--- src/rtl/usb_rx_bit_decoder.sv ---
// USB full-speed receive front end: line sync, bit-timing recovery, NRZI decode and unstuffing.
// Define USB_RX_STUFF_ERR_EN to report bit-stuff violations on stuff_err and abort the packet.

module usb_rx_bit_decoder #(
    parameter int SAMPLE_PT = 3
) (
    input  logic clk,
    input  logic n_rst,
    input  logic d_plus,
    input  logic d_minus,
    output logic d_orig,
    output logic shift_enable,
    output logic eop,
    output logic stuff_err
);

    localparam logic [2:0] SAMPLE_CNT = 3'(SAMPLE_PT);

    typedef enum logic [1:0] {
        IDLE,
        ACTIVE,
        EOP_WAIT
    } state_t;

    state_t     state;
    logic       dp_meta;
    logic       dm_meta;
    logic       dp_s;
    logic       dm_s;
    logic       dp_s_prev;
    logic [2:0] bit_cnt;
    logic [2:0] ones;
    logic       last_dp;

    logic       line_edge;
    logic       sample_pt;
    logic       line_se0;
    logic       line_j;
    logic       nrzi_bit;
    logic       stuff_bit;

    // Reset to the idle J level so that leaving reset on an idle bus produces no edge.
    always_ff @(posedge clk or negedge n_rst) begin
        if (!n_rst) begin
            dp_meta   <= 1'b1;
            dm_meta   <= 1'b0;
            dp_s      <= 1'b1;
            dm_s      <= 1'b0;
            dp_s_prev <= 1'b1;
        end else begin
            dp_meta   <= d_plus;
            dm_meta   <= d_minus;
            dp_s      <= dp_meta;
            dm_s      <= dm_meta;
            dp_s_prev <= dp_s;
        end
    end

    assign line_edge = dp_s ^ dp_s_prev;
    assign sample_pt = (state != IDLE) && (bit_cnt == SAMPLE_CNT) && !line_edge;
    assign line_se0  = !dp_s && !dm_s;
    assign line_j    = dp_s && !dm_s;
    assign nrzi_bit  = ~(dp_s ^ last_dp);
    assign stuff_bit = (ones == 3'd6);

    always_ff @(posedge clk or negedge n_rst) begin
        if (!n_rst) begin
            state        <= IDLE;
            bit_cnt      <= '0;
            ones         <= '0;
            last_dp      <= 1'b1;
            d_orig       <= 1'b1;
            shift_enable <= 1'b0;
            eop          <= 1'b0;
`ifdef USB_RX_STUFF_ERR_EN
            stuff_err    <= 1'b0;
`endif
        end else begin
            shift_enable <= 1'b0;
            eop          <= 1'b0;
`ifdef USB_RX_STUFF_ERR_EN
            stuff_err    <= 1'b0;
`endif
            // Every line transition realigns the timer so the sample lands mid-bit.
            if (state == IDLE || line_edge) begin
                bit_cnt <= '0;
            end else begin
                bit_cnt <= bit_cnt + 3'd1;
            end

            case (state)
                IDLE: begin
                    last_dp <= 1'b1;
                    if (line_edge) begin
                        state <= ACTIVE;
                    end
                end

                ACTIVE: begin
                    if (sample_pt) begin
                        if (line_se0) begin
                            eop   <= 1'b1;
                            ones  <= '0;
                            state <= EOP_WAIT;
                        end else begin
                            last_dp <= dp_s;
                            if (stuff_bit) begin
                                ones <= '0;
`ifdef USB_RX_STUFF_ERR_EN
                                if (nrzi_bit) begin
                                    stuff_err <= 1'b1;
                                    state     <= EOP_WAIT;
                                end
`endif
                            end else begin
                                shift_enable <= 1'b1;
                                d_orig       <= nrzi_bit;
                                ones         <= nrzi_bit ? ones + 3'd1 : 3'd0;
                            end
                        end
                    end
                end

                EOP_WAIT: begin
                    if (sample_pt) begin
                        last_dp <= dp_s;
                        if (line_j) begin
                            last_dp <= 1'b1;
                            state   <= IDLE;
                        end
                    end
                end

                default: begin
                    state <= IDLE;
                end
            endcase
        end
    end

`ifndef USB_RX_STUFF_ERR_EN
    assign stuff_err = 1'b0;
`endif

endmodule

--- config.mk ---
export PLATFORM = sky130hd
export DESIGN_NAME = usb_rx_bit_decoder
export DESIGN_NICKNAME = d
export VERILOG_FILES = /design/src/rtl/usb_rx_bit_decoder.sv
export SDC_FILE = /design/constraint.sdc
export NUM_CORES = 1
export LEC_CHECK = 0
export ABC_AREA = 1
export BUFFER_PORTS_ARGS = -buffer_cell sky130_fd_sc_hd__clkbuf_2
export CAP_MARGIN = 20
export CORE_MARGIN = 10
export CORE_UTILIZATION = 50
export DETAILED_ROUTE_END_ITERATION = 10
export PLACE_DENSITY = 0.69
export SYNTH_ARGS = -nofsm -noshare
export SYNTH_HDL_FRONTEND = slang
export SYNTH_SLANG_ARGS = --single-unit
--- constraint.sdc ---
create_clock -name clk -period 3.77 [get_ports clk]
set_clock_uncertainty 0.2 [all_clocks]
set_input_delay 0.377 -clock clk [delete_from_list [all_inputs] [get_ports clk]]
set_output_delay 0.377 -clock clk [all_outputs]
set_load 0.02 [all_outputs]
==> results of run 1 <==
cells by family (layout without fill, tap and decap cells):
| family | count (synthesis) | after routing |
|---|---|---|
| adder cells (fa/ha/maj) | 7 | 7 |
| flip-flops | 17 | 17 |
| other | 1 | 1 |
| buffers and inverters | 16 | 27 |
| AND/OR/NAND/NOR | 47 | 47 |
| XOR/XNOR | 2 | 2 |
| AO/OA/AOI/OAI | 5 | 5 |
placed cells by master, fill, tap and decap left out:
master and instances:
nand2_1 24, inv_1 13, dfrtp_1 12, nand3_1 7, ha_1 7, nor2_1 6, clkbuf_2 6, dfstp_2 5
nand2_2 3, nor2_2 3, clkbuf_4 3, dlygate4sd3_1 3, o21ai_0 2, inv_4 1, nand2_4 1, nand3_4 1
nor2_4 1, xnor2_1 1, nand3b_1 1, a21oi_1 1, xor2_1 1, a21boi_0 1, o21ai_1 1, conb_1 1
clkbuf_1 1
registers in the layout, summed over array words and instances, names as in the netlist:
register	flops
dm_s	1
last_dp	1
state	2
d_orig	1
eop	1
ones	3
shift_enable	1
bit_cnt	3
dp_s	1
dp_meta	1
dm_meta	1
dp_s_prev	1
power by group through the flow:
stage,Combinational [uW],Clock [uW],Sequential [uW]
finish,214,97.4,243
CTS,215,101,243
global route,248,110,247
detailed placement,210,0,247
floorplan,167,0,245
global placement,206,0,245
cell type report:
type / instances / area share (%)
Sequential cell: 17 / 44.8
Tap cell: 17 / 2.21
Inverter: 14 / 5.71
Timing Repair Buffer: 9 / 6.23
Multi-Input combinational cell: 62 / 38.3
Clock buffer: 4 / 2.73
timing repair:
item,in CTS,in global routing
endpoints found under the hold margin,14,0
hold buffers,3,0
setup buffers,0,0
path summary, 6_finish.rpt:
kind                            endpoint  slack [ns]  depth (start not counted)
worst max-delay path            state[0]        2.13                          8
worst min-delay path                dm_s        0.16                          0
worst max register to register  state[0]        2.13                          8
worst min register to register      dm_s        0.16                          0
max in group asynchronous        dp_meta        2.71                          2
min in group asynchronous       state[1]        0.33                          2
per-stage QoR:
step                std cells  area (um^2)  hold slack, ns
finish                    123          963           0.156
CTS                       123          963           0.160
global placement          116          907           0.126
global route              123          963           0.167
detailed placement        116          907           0.132
floorplan                  95          875          -0.119
critical path, delay by kind of cell, from the launching register on:
kind          cells  cell delay (ns)
flops             1             0.39
simple gates      6             0.63
fa+ha+maj         1             0.26
buf+inv           1             0.07
routing by layer:
| layer | vias to the layer above | GRT usage (%) | routed length (um) |
|---|---|---|---|
| li1 | 311 | - | - |
| met1 | 263 | 11.4 | 654 |
| met2 | 13 | 12.6 | 661 |
| met3 | 2 | 2.03 | 78 |
| met4 | 0 | 3.82 | 6 |
| met5 | - | 0 | 0 |
==> results.ini, run 1 <==
[run_status]
status = finished, final reports clean

[timing]
setup_viol = 0
hold_violations = 0
max_freq_ghz = 0.610
rsz0062_at_grt = false
period_share_pct = 43.5
fin_crit_ns = 1.64
drv_slew = 0
fin_ws_ns = 2.13
timing.setup.tns_ns = 0

[worst_hold_path]
hold_class = reg -> reg
min_from = dm_meta

[global_routing]
grt_pass1_wl_um = 2500
grt_max_degree = 18
antenna_found_initial = 0
grt_overflow = 0
track_usage_pct = 8.53
grt_pass1_vias = 621

[placement]
port_buffers = 6
dpl.hpwl_um = 1080
dp_slack_ns = 2.13
routabilityCongestion = 0.873

[die]
die_h_um = 61.8
design.die.area_um2 = 3820
rows = 15
fp.dieW_um = 61.8
pin_count = 8
initial_utilization_pct = 51.8
core_area_um2 = 1690

[power]
power_frac_seq_pct = 43.9
switching_share_pct = 38.3
irDropWorstVdd_mv = 0.335
combPwrFrac_pct = 38.6
intPower_uw = 342
leakage_uw = 0.000514
finalPower_uw = 555
clockPowerShare_pct = 17.6
p_sw_uw = 213
p_per_area_nw_per_um2 = 576

[setup_path]
required_ns = 3.75
critPathKind = reg -> reg
critical_path.max_stage_delay_ns = 0.39
cp-start-kind = flip-flop
worstPathCellList = inv_1 > ha_1 > nor2_2 > nand3_4 > nand2_2 > nand3_1 > nand2_1 > nand2_1
endpoint_kind = flip-flop
r2r-start = state[0]
arrival_ns = 1.62
cp-startpoint = state[0]
cpMaxStageDelayCell = dfrtp_1
critPathMaxFanout = 5
cpMostUsedCell = nand2_1

[logic_synthesis]
ys.flop_type = dfrtp_1
syn_area_per_cell_um2 = 9.21
syn_inst = 95
syn_area_um2 = 875
synth-compound-area-share_pct = 3.15
synth_xor_area_share_pct = 2.00
synthTopCellsByArea = dfrtp_1 (34%), dfstp_2 (15%), nand2_1 (10%), ha_1 (10%), inv_1 (5.6%)
synth.top_cell.area_share_pct = 34.3
yosysMostFrequentCell = nand2_1
syn_nets = 106
synth_common_cells = nand2_1 (24), inv_1 (13), dfrtp_1 (12), ha_1 (7), nand3_1 (7)
synth_top_family_by_area = simple AND/OR/NAND/NOR gates
synth-edff-count = 0
synthAdderAreaFrac_pct = 10.0
async_flop_share_pct = 100
synth-seq-cells = 17
yosys.area.top_type = dfrtp_1
yosys.area_share.simple_pct = 26.6
yosysSeqAreaShare_pct = 49.4
muxShareOfSynthArea_pct = 0
synthDistinctLibCells = 23
yosys_warnings = 0

[clocking]
cts_resized = 0
numCtsBuffers = 3
clockRootBuffer = clkbuf_4
cts_tree = yes
clkTransAtPathRegs_ns = 0.09
clockBufferDepth = 2
numClockSinks = 17
h-tree-depth = 1
clk_latency_ns = 0.29

[drt]
first_pass_iters = 4
drc_errors = 0
first_iter_violations = 7
wl_per_cell_um = 11.4
ant_nets = 0
drt_wl_total_um = 1400
vias = 589
viasPerCell = 4.79

[finish]
multi_input_area_um2 = 369
layout-drive-gt1-share_pct = 22.6
finish.utilization_pct = 57.0
area.growth.synth_to_final_pct = 10.2
seq_area_um2 = 432
nets = 118
n_antenna_cell = 0
nFillCells = 148

[job]
maxCapViolCount = 0

(Power assumes the default switching activity.)
==> run 2: changes to the inputs <==
--- a/config.mk
+++ b/config.mk
@@ -11,7 +11,7 @@
 export CORE_MARGIN = 10
 export CORE_UTILIZATION = 50
 export DETAILED_ROUTE_END_ITERATION = 10
-export PLACE_DENSITY = 0.69
+export PLACE_DENSITY = 0.72
 export SYNTH_ARGS = -nofsm -noshare
 export SYNTH_HDL_FRONTEND = slang
 export SYNTH_SLANG_ARGS = --single-unit
==> constraint.sdc (replaced) <==
create_clock -name clk -period 1.4 [get_ports clk]
set_clock_uncertainty 0.2 [all_clocks]
set_input_delay 0.14 -clock clk [delete_from_list [all_inputs] [get_ports clk]]
set_output_delay 0.14 -clock clk [all_outputs]
set_load 0.02 [all_outputs]
==> results.ini, run 2 (synthesis gave the netlist of run 1 again) <==
[run_status]
status = finished, violations left
violations = setup timing

[die]
initial_utilization_pct = 51.8  ; unchanged
fp.dieW_um = 61.8  ; unchanged
design.die.area_um2 = 3820  ; unchanged
pin_count = 8  ; unchanged
core_area_um2 = 1690  ; unchanged
rows = 15  ; unchanged
die_h_um = 61.8  ; unchanged

[timing]
period_share_pct = 110  ; +66 points
drv_slew = 0  ; unchanged
rsz0062_at_grt = true
max_freq_ghz = 0.649  ; +6.5%
hold_violations = 0  ; unchanged
fin_ws_ns = -0.140  ; -2.27 ns
fin_crit_ns = 1.54  ; -0.0996 ns
setup_viol = 7  ; +7

[setup_path]
required_ns = 1.39  ; -2.36 ns
cp-start-kind = flip-flop
arrival_ns = 1.53  ; -0.09 ns
endpoint_kind = flip-flop
cpMostUsedCell = nand2_1
critical_path.max_stage_delay_ns = 0.37  ; -0.02 ns
critPathMaxFanout = 4  ; -1
cpMaxStageDelayCell = dfrtp_1
worstPathCellList = ha_2 > ha_4 > inv_2 > nor2_4 > nand3_4 > nand2_4 > nand3_2 > nand2_1 > nand2_1
critPathKind = reg -> reg

[finish]
area.growth.synth_to_final_pct = 23.3
layout-drive-gt1-share_pct = 38.1  ; +15 points
seq_area_um2 = 432  ; unchanged
layout_commonest_cell = nand2_1
nets = 125  ; +5.9%
final_cell_mix = nand2_1 (21), dfrtp_1 (12), inv_1 (11)
n_antenna_cell = 0  ; unchanged
nFillCells = 127  ; -14%
stdcell_area_um2 = 1080  ; +12%
multi_input_area_um2 = 427  ; +16%
top_regs = bit_cnt (3), ones (3), state (2)

[clocking]
clkTransAtPathRegs_ns = 0.11  ; +0.02 ns
numCtsBuffers = 3  ; unchanged
h-tree-depth = 1  ; unchanged
cts_tree = yes
numClockSinks = 17  ; unchanged
clk_latency_ns = 0.30  ; about the same
clockRootBuffer = clkbuf_4
clockBufferDepth = 2  ; unchanged

[global_routing]
grt_overflow = 0  ; unchanged
grt_pass1_vias = 629  ; +1.3%
track_usage_pct = 9.24  ; +0.71 points
antenna_found_initial = 0  ; unchanged
grt_pass1_wl_um = 2560  ; +2.5%
grt_max_degree = 18  ; unchanged

[placement]
dp_slack_ns = -0.116  ; -2.25 ns
routabilityCongestion = 0.900  ; +3.1%
dpl.hpwl_um = 1160  ; +7.6%
placed_cell_area_um2 = 992  ; +9.4%
port_buffers = 6  ; unchanged

[worst_hold_path]
hold_class = in -> async

[drt]
first_pass_iters = 4  ; unchanged
drc_errors = 0  ; unchanged
wl_per_cell_um = 11.9  ; +4.8%
ant_nets = 0  ; unchanged
vias = 639  ; +8.5%
first_iter_violations = 18  ; +11
viasPerCell = 4.92  ; +2.6%
drt_wl_total_um = 1550  ; +11%

[power]
irDropWorstVdd_mv = 0.985  ; +190%
p_per_area_nw_per_um2 = 1550  ; +170%
leakage_uw = 0.000560  ; +9.0%
finalPower_uw = 1680  ; +200%

[job]
maxCapViolCount = 0  ; unchanged

[run 2: cell count changes in the layout (fill, tap and decap cells not counted), sizes merged]
cell	delta
buf	+7
clkbuf	-1
clkinv	+1
[run 2: metal layers]
layer  track usage [%]  part of all wire (%)  up-vias  wire length (um)
li1                  -                     -      322                 -
met1              10.2                    44      294               689
met2              14.5                    46       16               710
met3              2.44                   6.0        7                93
met4              7.64                   3.8        0                59
met5                 0                     0        -                 0
[run 2: final cells by class]
type	instances	area share (%)
well taps	17	1.97
inverters	14	5.10
clock buffers	3	2.09
clock inverters	1	0.464
flip-flops and latches	17	40.0
repair buffers	16	10.8
multi-input cells	62	39.6
[run 2: worst paths after layout]
kind                            startpoint           end  slack (ns)  cells after the start
min in group clk                   dp_meta          dp_s        0.16                      0
worst max-delay path            bit_cnt[0]      state[1]       -0.14                      9
worst min register to register     dp_meta          dp_s        0.16                      0
worst min-delay path                 n_rst  shift_enable        0.08                      2
max in group asynchronous            n_rst       last_dp        0.59                      2
worst max register to register  bit_cnt[0]      state[1]       -0.14                      9
[run 2: power by group]
part	total [uW]	internal, uW	leakage (uW)	switching [uW]
logic	749	310	0.000331	439
clock network	273	107	0.0000177	167
registers	653	598	0.000211	55.3
total	1680	1020	0.000560	661
[run 2: worst max-delay path, delay by kind of cell, from the launching register on]
kind | cells | cell delay [ns]
buffers and inverters | 1 | 0.03
flip-flops | 1 | 0.37
adder cells (fa/ha/maj) | 2 | 0.31
AND/OR/NAND/NOR | 6 | 0.52
[run 2: repair_timing]
item	CTS	global route
endpoints found under the hold margin	19	0
endpoints found under the setup margin	11	12
setup buffers	0	0
resized for setup	3	6
pin swaps	7	2
hold buffers	3	0
[run 2: per-stage QoR]
step	hold slack [ns]	TNS [ns]	cells	util (%)
after floorplan	-0.356	-0.182	95	-
after CTS	0.0984	-0.758	130	62.7
final	0.0834	-0.773	130	63.9
after detailed placement	-0.115	-0.653	123	58.7
after global placement	-0.111	-0.460	123	58.7
after global routing	0.0994	-1.72	130	63.9
==> run 3: changes to the inputs <==
--- a/config.mk
+++ b/config.mk
@@ -11,7 +11,7 @@
 export CORE_MARGIN = 10
 export CORE_UTILIZATION = 50
 export DETAILED_ROUTE_END_ITERATION = 10
-export PLACE_DENSITY = 0.72
+export PLACE_DENSITY = 0.69
 export SYNTH_ARGS = -nofsm -noshare
 export SYNTH_HDL_FRONTEND = slang
 export SYNTH_SLANG_ARGS = --single-unit
==> constraint.sdc (replaced) <==
create_clock -name clk -period 1.8 [get_ports clk]
set_clock_uncertainty 0.2 [all_clocks]
set_input_delay 0.18 -clock clk [delete_from_list [all_inputs] [get_ports clk]]
set_output_delay 0.18 -clock clk [all_outputs]
set_load 0.02 [all_outputs]
==> results.ini, run 3 (synthesis gave the netlist of run 1 again) <==
[finish]
stdcell_area_um2 = 963  ; -11%
nFillCells = 144  ; +13%
layout_commonest_cell = nand2_1
area.growth.synth_to_final_pct = 10.2
final_cell_mix = nand2_1 (24), inv_1 (13), dfrtp_1 (12), nand3_1 (7), ha_1 (7)
finish.utilization_pct = 57.0  ; -6.8 points
top_regs = bit_cnt (3), ones (3), state (2)
n_antenna_cell = 0  ; unchanged
nets = 118  ; -5.6%
layout-drive-gt1-share_pct = 22.6  ; -15 points

[clocking]
clockRootBuffer = clkbuf_4
numCtsBuffers = 3  ; unchanged
clockBufferDepth = 2  ; unchanged
clkTransAtPathRegs_ns = 0.09  ; -0.02 ns
numClockSinks = 17  ; unchanged
cts_resized = 0  ; -3
clk_latency_ns = 0.29  ; about the same
cts_tree = yes
h-tree-depth = 1  ; unchanged

[drt]
drt_wl_total_um = 1430  ; -7.8%
drc_errors = 0  ; unchanged
vias = 589  ; -7.8%
ant_nets = 0  ; unchanged
wl_per_cell_um = 11.6  ; -2.5%
viasPerCell = 4.79  ; -2.6%
first_iter_violations = 4  ; -14
first_pass_iters = 3  ; -1

[timing]
setup_viol = 0  ; -7
fin_ws_ns = 0.160  ; +0.300 ns
fin_crit_ns = 1.64  ; +0.0998 ns
rsz0062_at_grt = false
holdWs_ns = 0.146  ; +0.0625 ns
drv_slew = 0  ; unchanged
period_share_pct = 91.1  ; -19 points
max_freq_ghz = 0.610  ; -6.1%
timing.setup.tns_ns = 0  ; +0.773 ns
hold_violations = 0  ; unchanged

[global_routing]
antenna_found_initial = 0  ; unchanged
track_usage_pct = 9.28  ; +0.046 points
grt_overflow = 0  ; unchanged
grt_max_degree = 18  ; unchanged
grt_pass1_wl_um = 2600  ; +1.6%
grt_pass1_vias = 635  ; +0.95%

[power]
leakage_uw = 0.000514  ; -8.2%
p_per_area_nw_per_um2 = 1200  ; -23%
irDropWorstVdd_mv = 0.663  ; -33%

[setup_path]
critPathKind = reg -> reg
required_ns = 1.79  ; +0.40 ns
worstPathCellList = inv_1 > ha_1 > nor2_2 > nand3_4 > nand2_2 > nand3_1 > nand2_1 > nand2_1
critical_path.max_stage_delay_ns = 0.38  ; about the same
endpoint_kind = flip-flop
cpMaxStageDelayCell = dfrtp_1
critPathMaxFanout = 5  ; +1
arrival_ns = 1.63  ; +0.10 ns
cpMostUsedCell = nand2_1
critPathTopFamily = simple AND/OR/NAND/NOR gates
path_buf_inv = 1  ; unchanged
cp-start-kind = flip-flop

[worst_hold_path]
hold_class = in -> async

[die]
design.die.area_um2 = 3820  ; unchanged
core_area_um2 = 1690  ; unchanged
die_h_um = 61.8  ; unchanged
rows = 15  ; unchanged
pin_count = 8  ; unchanged
fp.dieW_um = 61.8  ; unchanged
initial_utilization_pct = 51.8  ; unchanged

[placement]
placed_cell_area_um2 = 907  ; -8.6%
port_buffers = 6  ; unchanged
dpl.hpwl_um = 1070  ; -7.9%
routabilityCongestion = 0.873  ; -3.0%
dp_slack_ns = 0.153  ; +0.270 ns

[run_status]
status = finished, final reports clean

[job]
maxCapViolCount = 0  ; unchanged

## run 3: changes by cell type in the layout (fill, tap and decap cells not counted), moves of 2 or more
cell,before,now
buf_4,6,0
nand2_1,21,24
ha_1,3,7
inv_1,11,13
nand3_2,2,0
nand2_4,4,1
nand3_1,5,7
ha_2,3,0
inv_2,2,0
## run 3: where the power goes
group	switching, uW	internal (uW)	total [uW]
Clock	114	86.2	200
Combinational	280	165	445
Sequential	43.4	465	509
Total	438	717	1150
## run 3: layout make-up
type / count / area, um^2 / area share (%)
Sequential cell: 17 / 432 / 44.8
Multi-Input combinational cell: 62 / 369 / 38.3
Timing Repair Buffer: 9 / 60.1 / 6.23
Inverter: 14 / 55.1 / 5.71
Clock buffer: 4 / 26.3 / 2.73
Tap cell: 17 / 21.3 / 2.21
## run 3: repair_timing
action / in CTS / in global routing
buffers inserted: 0 / 0
setup endpoints to repair: 0 / 0
endpoints found under the hold margin: 19 / 0
hold buffers: 3 / 0
## run 3: worst reg2reg max path: stages (launching register included)
cell     delay, ns
dfrtp_1       0.38
inv_1         0.07
ha_1          0.26
nor2_2        0.20
nand3_4       0.11
nand2_2       0.10
nand3_1       0.09
nand2_1       0.07
nand2_1       0.05
## run 3: final timing paths
path | start | to | slack, ns | cells past startpoint
hold / removal | n_rst | state[1] | 0.15 | 2
setup reg to reg | state[0] | state[0] | 0.16 | 8
min in group clk | dm_meta | dm_s | 0.16 | 0
setup / recovery | state[0] | state[0] | 0.16 | 8
max in group asynchronous | n_rst | dp_meta | 0.93 | 2
hold reg to reg | dm_meta | dm_s | 0.16 | 0
## run 3: through the flow
stage / instances / total power, uW
after floorplan: 95 / 862
after global placement: 116 / 945
after detailed placement: 116 / 957
after CTS: 123 / 1170
after global routing: 123 / 1260
final: 123 / 1150
## run 3: per-layer routing
layer	share of wire, %	routed length [um]	vias to the layer above	global-route usage, %
li1	-	-	309	-
met1	47	673	269	11.6
met2	46	665	7	13.3
met3	3.4	48	4	2.24
met4	3.1	45	0	7.32
met5	0	0	-	0
